**config.mk**
```make
export PLATFORM = sky130hd
export DESIGN_NAME = egr_dpb_pfs_stall_ctrl
export DESIGN_NICKNAME = d
export VERILOG_FILES = /design/src/rtl/egr_dpb_pfs_stall_ctrl.sv
export SDC_FILE = /design/constraint.sdc
export NUM_CORES = 1
export LEC_CHECK = 0
export ABC_CLOCK_PERIOD_IN_PS = 11990
export BUFFER_PORTS_ARGS = -buffer_cell sky130_fd_sc_hd__buf_2
export CAP_MARGIN = 20
export CORE_MARGIN = 1
export CORE_UTILIZATION = 60
export CTS_BUF_LIST = sky130_fd_sc_hd__clkbuf_8
export CTS_CLUSTER_SIZE = 10
export DETAILED_ROUTE_END_ITERATION = 16
export MAX_ROUTING_LAYER = met4
export PLACE_DENSITY = 0.83
export SLEW_MARGIN = 5
export SYNTH_ARGS = -nofsm -noshare
export SYNTH_HDL_FRONTEND = slang
export SYNTH_SLANG_ARGS = --single-unit
```
**constraint.sdc**
```tcl
create_clock -name clk -period 11.99 [get_ports clk]
set_clock_uncertainty 0.15 [all_clocks]
set_input_delay 0.5995 -clock clk [delete_from_list [all_inputs] [get_ports clk]]
set_output_delay 0.5995 -clock clk [all_outputs]
set_load 0.01 [all_outputs]
```
**src/rtl/egr_dpb_pfs_stall_ctrl.sv**
```systemverilog
`default_nettype none
// ============================================================================
// Module   : egr_dpb_pfs_stall_ctrl
// Brief    : Per-channel PFS stall generator. Each channel has an occupancy
//            counter with watermark hysteresis. A global occupancy limit and a
//            software force-stall can also stall any channel.
// Revision : 1.0 - initial release
// ============================================================================
module egr_dpb_pfs_stall_ctrl #(
    parameter int NUM_CH = 4,
    parameter int CNT_W  = 8,
    parameter int TOT_W  = CNT_W + $clog2(NUM_CH)
) (
    input  logic                    clk,
    input  logic                    rst,
    input  logic [NUM_CH-1:0]       inc_v,
    input  logic [NUM_CH-1:0]       dec_v,
    input  logic [CNT_W-1:0]        cfg_hi_wm,
    input  logic [CNT_W-1:0]        cfg_lo_wm,
    input  logic [TOT_W-1:0]        cfg_glb_wm,
    input  logic [NUM_CH-1:0]       cfg_force_stall,
    input  logic                    err_clr,
    output logic [NUM_CH-1:0]       stall,
    output logic                    glb_stall,
    output logic [NUM_CH*CNT_W-1:0] occ,
    output logic [NUM_CH-1:0]       err_ovf,
    output logic [NUM_CH-1:0]       err_udf
);

    localparam logic [CNT_W-1:0] c_cnt_max  = '1;
    localparam logic [0:0]       c_st_run   = 1'b0;
    localparam logic [0:0]       c_st_stall = 1'b1;

    logic [NUM_CH-1:0][CNT_W-1:0] w_cnt_nxt_all;
    logic [NUM_CH-1:0]            w_fsm_stall;
    logic [TOT_W-1:0]             w_tot_nxt;
    logic                         r_glb_stall;

    for (genvar i = 0; i < NUM_CH; i++) begin : g_ch
        logic [CNT_W-1:0] r_cnt;
        logic [CNT_W-1:0] w_cnt_nxt;
        logic [0:0]       r_state;
        logic [0:0]       w_state_nxt;
        logic             w_ovf_set;
        logic             w_udf_set;
        logic             r_ovf;
        logic             r_udf;

        // Simultaneous inc and dec cancel out and never flag an error.
        always_comb begin
            w_cnt_nxt = r_cnt;
            w_ovf_set = 1'b0;
            w_udf_set = 1'b0;
            case ({inc_v[i], dec_v[i]})
                2'b10: begin
                    if (r_cnt == c_cnt_max) w_ovf_set = 1'b1;
                    else                    w_cnt_nxt = r_cnt + 1'b1;
                end
                2'b01: begin
                    if (r_cnt == '0) w_udf_set = 1'b1;
                    else             w_cnt_nxt = r_cnt - 1'b1;
                end
                default: ;
            endcase
        end

        always_comb begin
            w_state_nxt = r_state;
            case (r_state)
                c_st_run:   if (w_cnt_nxt >= cfg_hi_wm) w_state_nxt = c_st_stall;
                c_st_stall: if (w_cnt_nxt <= cfg_lo_wm) w_state_nxt = c_st_run;
            endcase
        end

        always_ff @(posedge clk) begin
            if (rst) begin
                r_cnt   <= '0;
                r_state <= c_st_run;
                r_ovf   <= 1'b0;
                r_udf   <= 1'b0;
            end else begin
                r_cnt   <= w_cnt_nxt;
                r_state <= w_state_nxt;
                // A new error event wins over a same-cycle clear.
                if (w_ovf_set)    r_ovf <= 1'b1;
                else if (err_clr) r_ovf <= 1'b0;
                if (w_udf_set)    r_udf <= 1'b1;
                else if (err_clr) r_udf <= 1'b0;
            end
        end

        assign w_cnt_nxt_all[i]         = w_cnt_nxt;
        assign w_fsm_stall[i]           = (r_state == c_st_stall);
        assign occ[i*CNT_W +: CNT_W]    = r_cnt;
        assign err_ovf[i]               = r_ovf;
        assign err_udf[i]               = r_udf;
    end

    always_comb begin
        w_tot_nxt = '0;
        for (int k = 0; k < NUM_CH; k++) begin
            w_tot_nxt = w_tot_nxt + TOT_W'(w_cnt_nxt_all[k]);
        end
    end

    always_ff @(posedge clk) begin
        if (rst) r_glb_stall <= 1'b0;
        else     r_glb_stall <= (w_tot_nxt >= cfg_glb_wm);
    end

    assign glb_stall = r_glb_stall;
    assign stall     = w_fsm_stall | cfg_force_stall | {NUM_CH{r_glb_stall}};

endmodule
`default_nettype wire

```
# Word-level counts from Yosys, hierarchy flattened

Index checks and enable logic that the tools add are counted.

$add $sub $neg: 11
Order comparisons: 9
Equal/unequal tests: 12
Multiplexer cells: 49
Bitwise logic cells: 6
Reductions and logical operators: 12

Operator list:

| cell                                              | count |
|---|---|
| 2-to-1 mux 8 bit                                  | 8 |
| case mux 8 bit (2 select lines)                   | 4 |
| 2-to-1 mux 1 bit                                  | 33 |
| adder 8 x 1 -> 8 bit (second input constant)      | 4 |
| == test 8 bit (second input constant)             | 4 |
| greater-or-equal comparator 8 bit                 | 4 |
| <= comparator 8 bit                               | 4 |
| zero test 8 bit                                   | 4 |
| subtractor 8 x 1 -> 8 bit (second input constant) | 4 |
| nonzero test 2 bit                                | 8 |
| adder 10 x 8 -> 10 bit                            | 1 |
| adder 9 x 8 -> 10 bit                             | 1 |
| greater-or-equal comparator 10 bit                | 1 |
| adder 8 x 8 -> 9 bit                              | 1 |
| == test 2 x 1 -> 1 bit (second input constant)    | 4 |
| == test 2 bit (second input constant)             | 4 |
| bitwise OR 4 bit                                  | 2 |
| case mux 1 bit (2 select lines)                   | 4 |
| NOT 1 bit                                         | 4 |

Register bits: 45
Input bits: 41
Output and inout bits: 45
Logic and storage cells: 116

# Logic depth before layout (Yosys ltp)

Word-level depth: 7
Depth in mapped cells: 24
Depth with buffers taken out: 23

# Least setup slack after synthesis

No wires, ideal clock.

Path type: reg2reg
Start point: register g_ch[0].r_cnt[0]
End point: register r_glb_stall (netlist: glb_stall)
Setup time: 127 ps
Data arrival time: 5012 ps
Required time: 11713 ps
Slack: 6702 ps
Cell stages (with the launch flop): 22
Buffers on the path: 1
Period minus slack after synthesis: 5288 ps
Cell sequence: dfxtp_1 clkbuf_1 inv_1 ha_1 or4b_1 o21ai_2 o22a_1 o21ai_0 fa_1 fa_1 ha_1 inv_1 fa_1 nor2b_1 o21ai_0 a21boi_0 nor2_1 ha_1 a2111o_1 a31oi_1 o21ai_0 o2bb2ai_1

Cells in the longest elaborated chain, start to end: 7
Elaborated cells between the ends (all ways): 11
Those cells by class: add/sub (5); order compare (1); eq/ne (1); mux (3); reduce/logical (1)

Ends and longest elaborated chain:

| element                                           | line   | source |
|---|---|---|
| start: declaration                                | 40     | `logic [CNT_W-1:0] r_cnt;` |
| start signal: assignment                          | 82     | `r_cnt <= w_cnt_nxt;` |
| subtractor 8 x 1 -> 8 bit (tied with other cells) | 61     | `else w_cnt_nxt = r_cnt - 1'b1;` |
| 2-to-1 mux 8 bit, on equally long branches        | 60, 56 |  |
| case mux 8 bit (2 select lines) (*)               | 54     | `case ({inc_v[i], dec_v[i]})` |
| via g_ch[0].w_cnt_nxt[1]                          | 41     | `logic [CNT_W-1:0] w_cnt_nxt;` |
| adder 8 x 8 -> 9 bit (*)                          | 102    | `w_tot_nxt = w_tot_nxt + TOT_W'(w_cnt_nxt_all[k]);` |
| adder 9 x 8 -> 10 bit (*)                         | 102    |  |
| adder 10 x 8 -> 10 bit (*)                        | 102    |  |
| greater-or-equal comparator 10 bit (*)            | 108    | `else r_glb_stall <= (w_tot_nxt >= cfg_glb_wm);` |
| end signal: assignment                            | 108    |  |
| end: declaration                                  | 37     | `logic r_glb_stall;` |

Mark *: on every way through the listed nets, which the timed path passes. The rest lies on a longest branch.
A chain may end at the register's enable or synchronous reset.

# Final worst setup path

Ends and elaborated chain as after synthesis.

==> impl_results.md <==
- Status: complete, no violations
- Final Critical Period: just under 6000 ps
- GRT overflow: 0
- EDFF count, synth: 0
- Mapped Cells: 732
- Most common cell after layout, fill and taps aside: ha_1
- Global-route wire length before repair: 26500 µm
- Sequential area share after synthesis: 0.157
- Post-Synth Adder-Cell Area: 0.266
- Max IR drop VDD: around 55 µV
- Area share of and/or/nand/nor cells after synthesis: 0.222
- Remaining DRCs: 0
- Via count: 5793
- WL per Instance: 17.9 µm
- FMAX: 172 MHz
- Largest family of logic cells by synthesized area: adder cells
- Hold endpoint: g_ch[0].r_ovf
- Ys flop type: dfxtp_1
- FF-to-FF path depth: 20
- Hold crit path type: flip-flop to flip-flop
- Critical Path End Type: flip-flop
- Initial antenna violation count: 0
- Most frequent cells in the layout: ha_1 (98), buf_2 (85), inv_1 (67)
- Drt pass-1 iters: 6
- Post-Synth XOR/XNOR Area: 0.0122
- TritonCTS clock tree: built
- Root Driver: clkbuf_8
- Final worst-path cycle share: 0.484
- Post-synth net total: approximately 900
- Postcts setup bufs: 0
- Clock buffer count from CTS: 5
- # IOs: between 80 and 90
- Total Routing Usage GR: 0.343
- Critical path class: flip-flop to flip-flop
- Crit path launch type: flip-flop
- WL met2: roughly 7000 µm
- Area share of the largest cell type after synthesis: 0.213
- CP max FO: 11
- Metal-1 WL: ~7200 µm
- PD cells: 79.9 mW/mm²
- Worst hold margin: 306 ps
- Leakage: 3.06 nW
- Required @ worst endpoint: 12010 ps
- ANT cells: 0
- Worst r2r src: g_ch[0].r_cnt[0]
- Longest Clk Path Bufs: 2
- YS warnings: 0
- Min-delay src: g_ch[0].r_ovf
- Compound-cell area share of the yosys netlist: 0.254
- Chip height: 99.9 µm
- Slew HR: 0.374
- CTS sink count: 45
- Met3 routed WL: 1350 µm
- Synth async-reset ratio: 0
- Reg2Reg Setup Slack: 6190 ps
- Clock slew at reported path FFs: approximately 90 ps
- Rows: 35
- Post-synthesis cell type count: 80
- Die Span X: 99.9 µm
- Biggest area consumer among synthesized cells: ha_1
- Area contributors post-synth: ha_1 (21%), dfxtp_1 (16%), fa_1 (5.2%)
- Largest net degree at the start of global routing: 48
- Top routing layer in use: met4
- Max Transition Viols Final: 0
- Clock Latency Late Sink: about 310 ps
- Endpoints failing hold: 0
- Final Wtd Congestion: 0.945
- Die ar.: 0.00997 mm²
- Layout cells sized above 1: 0.153
- DR iter-0 viols: 280
- # Max-Cap Violations: 0
- Core Box Area: 0.00924 mm²
- RSZ-0062 raised after global routing: no
- Layout Nets: roughly 940
- Syn Area/Cell: 7.85 µm²
- Initial Util: 0.622
- Post-Syn Area: 0.00575 mm²
- Reg2reg end: glb_stall
- Hold depth: 2
- Via/cell ratio: 6.35
- Yosys reg bits: 45
- Mux share of post-synthesis cell area: 0.00871
- # port buffers: 85
- Critical Path AT: 5830 ps
- Final WL: 16300 µm
- H-Tree Depth: 2
- Vias in the first global route: about 5300
- Cts repair resizes: 0
- Routed Antenna Nets: 0
- Hpwl dp: 12600 µm
- Area grow syn2layout: 8.69%
- Endpoints failing setup: 0
- Slew @ Worst Pin: 939 ps
- Setup TNS: 0 ps
- Cts hold-fix bufs: 0
[flip-flops by register name, indices dropped and copies added (netlist names)]
signal	flops
g_ch.r_ovf	4
g_ch.r_state	4
g_ch.r_udf	4
g_ch.r_cnt	32
glb_stall	1
[kinds of logic (layout without fill, tap and decap cells)]
family | Yosys count | in the layout
xor gates and xnor gates | 8 | 8
buffers and inverters | 109 | 160
AOI/OAI and AO/OA | 216 | 216
DFF | 45 | 45
and+or+nand+nor | 236 | 236
muxes | 5 | 5
adders and majority gates | 113 | 113
[layout make-up]
| class | instances | area [µm²] |
|---|---|---|
| Sequential cell | 45 | 901 |
| Clock inverter | 2 | 33.8 |
| Multi-Input combinational cell | 578 | 4390 |
| Timing Repair Buffer | 86 | 433 |
| Tap cell | 129 | 161 |
| Fill cell | 822 | 3000 |
| Inverter | 66 | 248 |
| Clock buffer | 6 | 82.6 |
[per-stage QoR]
stage               std cells  total power [mW]  instance area, µm²  utilization  worst slack [ps]
finish                    912             0.499                6240        0.676              6190
global placement          904             0.367                6130        0.663              6300
global route              912             0.534                6240        0.676              5710
CTS                       912             0.496                6240        0.676              6220
floorplan                 732             0.318                5750            -              6700
detailed placement        904             0.374                6130        0.663              6150
[routing by layer]
metal | track usage | vias to the layer above
li1 | - | 2792
met5 | - | -
met4 | 0.126 | 0
met2 | 0.523 | 275
met3 | 0.0564 | 51
met1 | 0.456 | 2675
[how the worst max path moves through the flow]
stage | start | cells past startpoint | endpoint | slack [ps]
floorplan | g_ch[0].r_cnt[0] | 21 | glb_stall | 6700
global placement | dec_v[0] | 20 | glb_stall | 6300
detailed placement | dec_v[0] | 21 | glb_stall | 6150
CTS | g_ch[1].r_cnt[0] | 22 | glb_stall | 6220
global route | g_ch[0].r_cnt[0] | 21 | glb_stall | 5710
finish | g_ch[0].r_cnt[0] | 20 | glb_stall | 6190
[power by group]
part	internal [mW]	switching, mW
Clock	0.0672	0.0569
Combinational	0.0870	0.120
Sequential	0.155	0.0125
[critical path: stages (launching register included)]
cell and delay [ps]:
dfxtp_1 540, inv_1 100, ha_1 290, or4b_1 270
o21ai_2 120, o22a_1 220, o21ai_0 520, fa_1 560
fa_1 540, ha_1 180, inv_1 60, fa_1 390
nor2b_1 140, o21ai_0 100, a21boi_0 300, nor2_1 90
ha_1 320, a2111o_1 410, a31oi_1 140, o21ai_0 100
o2bb2ai_1 120
[cells in the mapped netlist, types with 4 or more instances]
master and number:
ha_1 98, a31oi_1 10, o22ai_1 8, nand2_1 56, a211oi_1 9, xnor2_1 4
fa_1 15, and3_1 6, o31a_1 4, a21oi_1 52, nor2b_1 24, nand4_1 17
nor4_1 5, nor3_1 12, o211ai_1 9, a221oi_1 5, clkbuf_1 26, xor2_1 4
nand3_1 26, or2_2 7, dfxtp_1 45, nand2b_1 5, mux2i_1 5, a21o_1 6
o2111ai_1 5, or3_1 18, o31ai_1 4, and4_1 5, inv_1 66, a21boi_0 5
buf_4 8, a221o_1 4, o21ai_0 48, nor2_1 38, o21a_1 6
(Power assumes the default switching activity.)
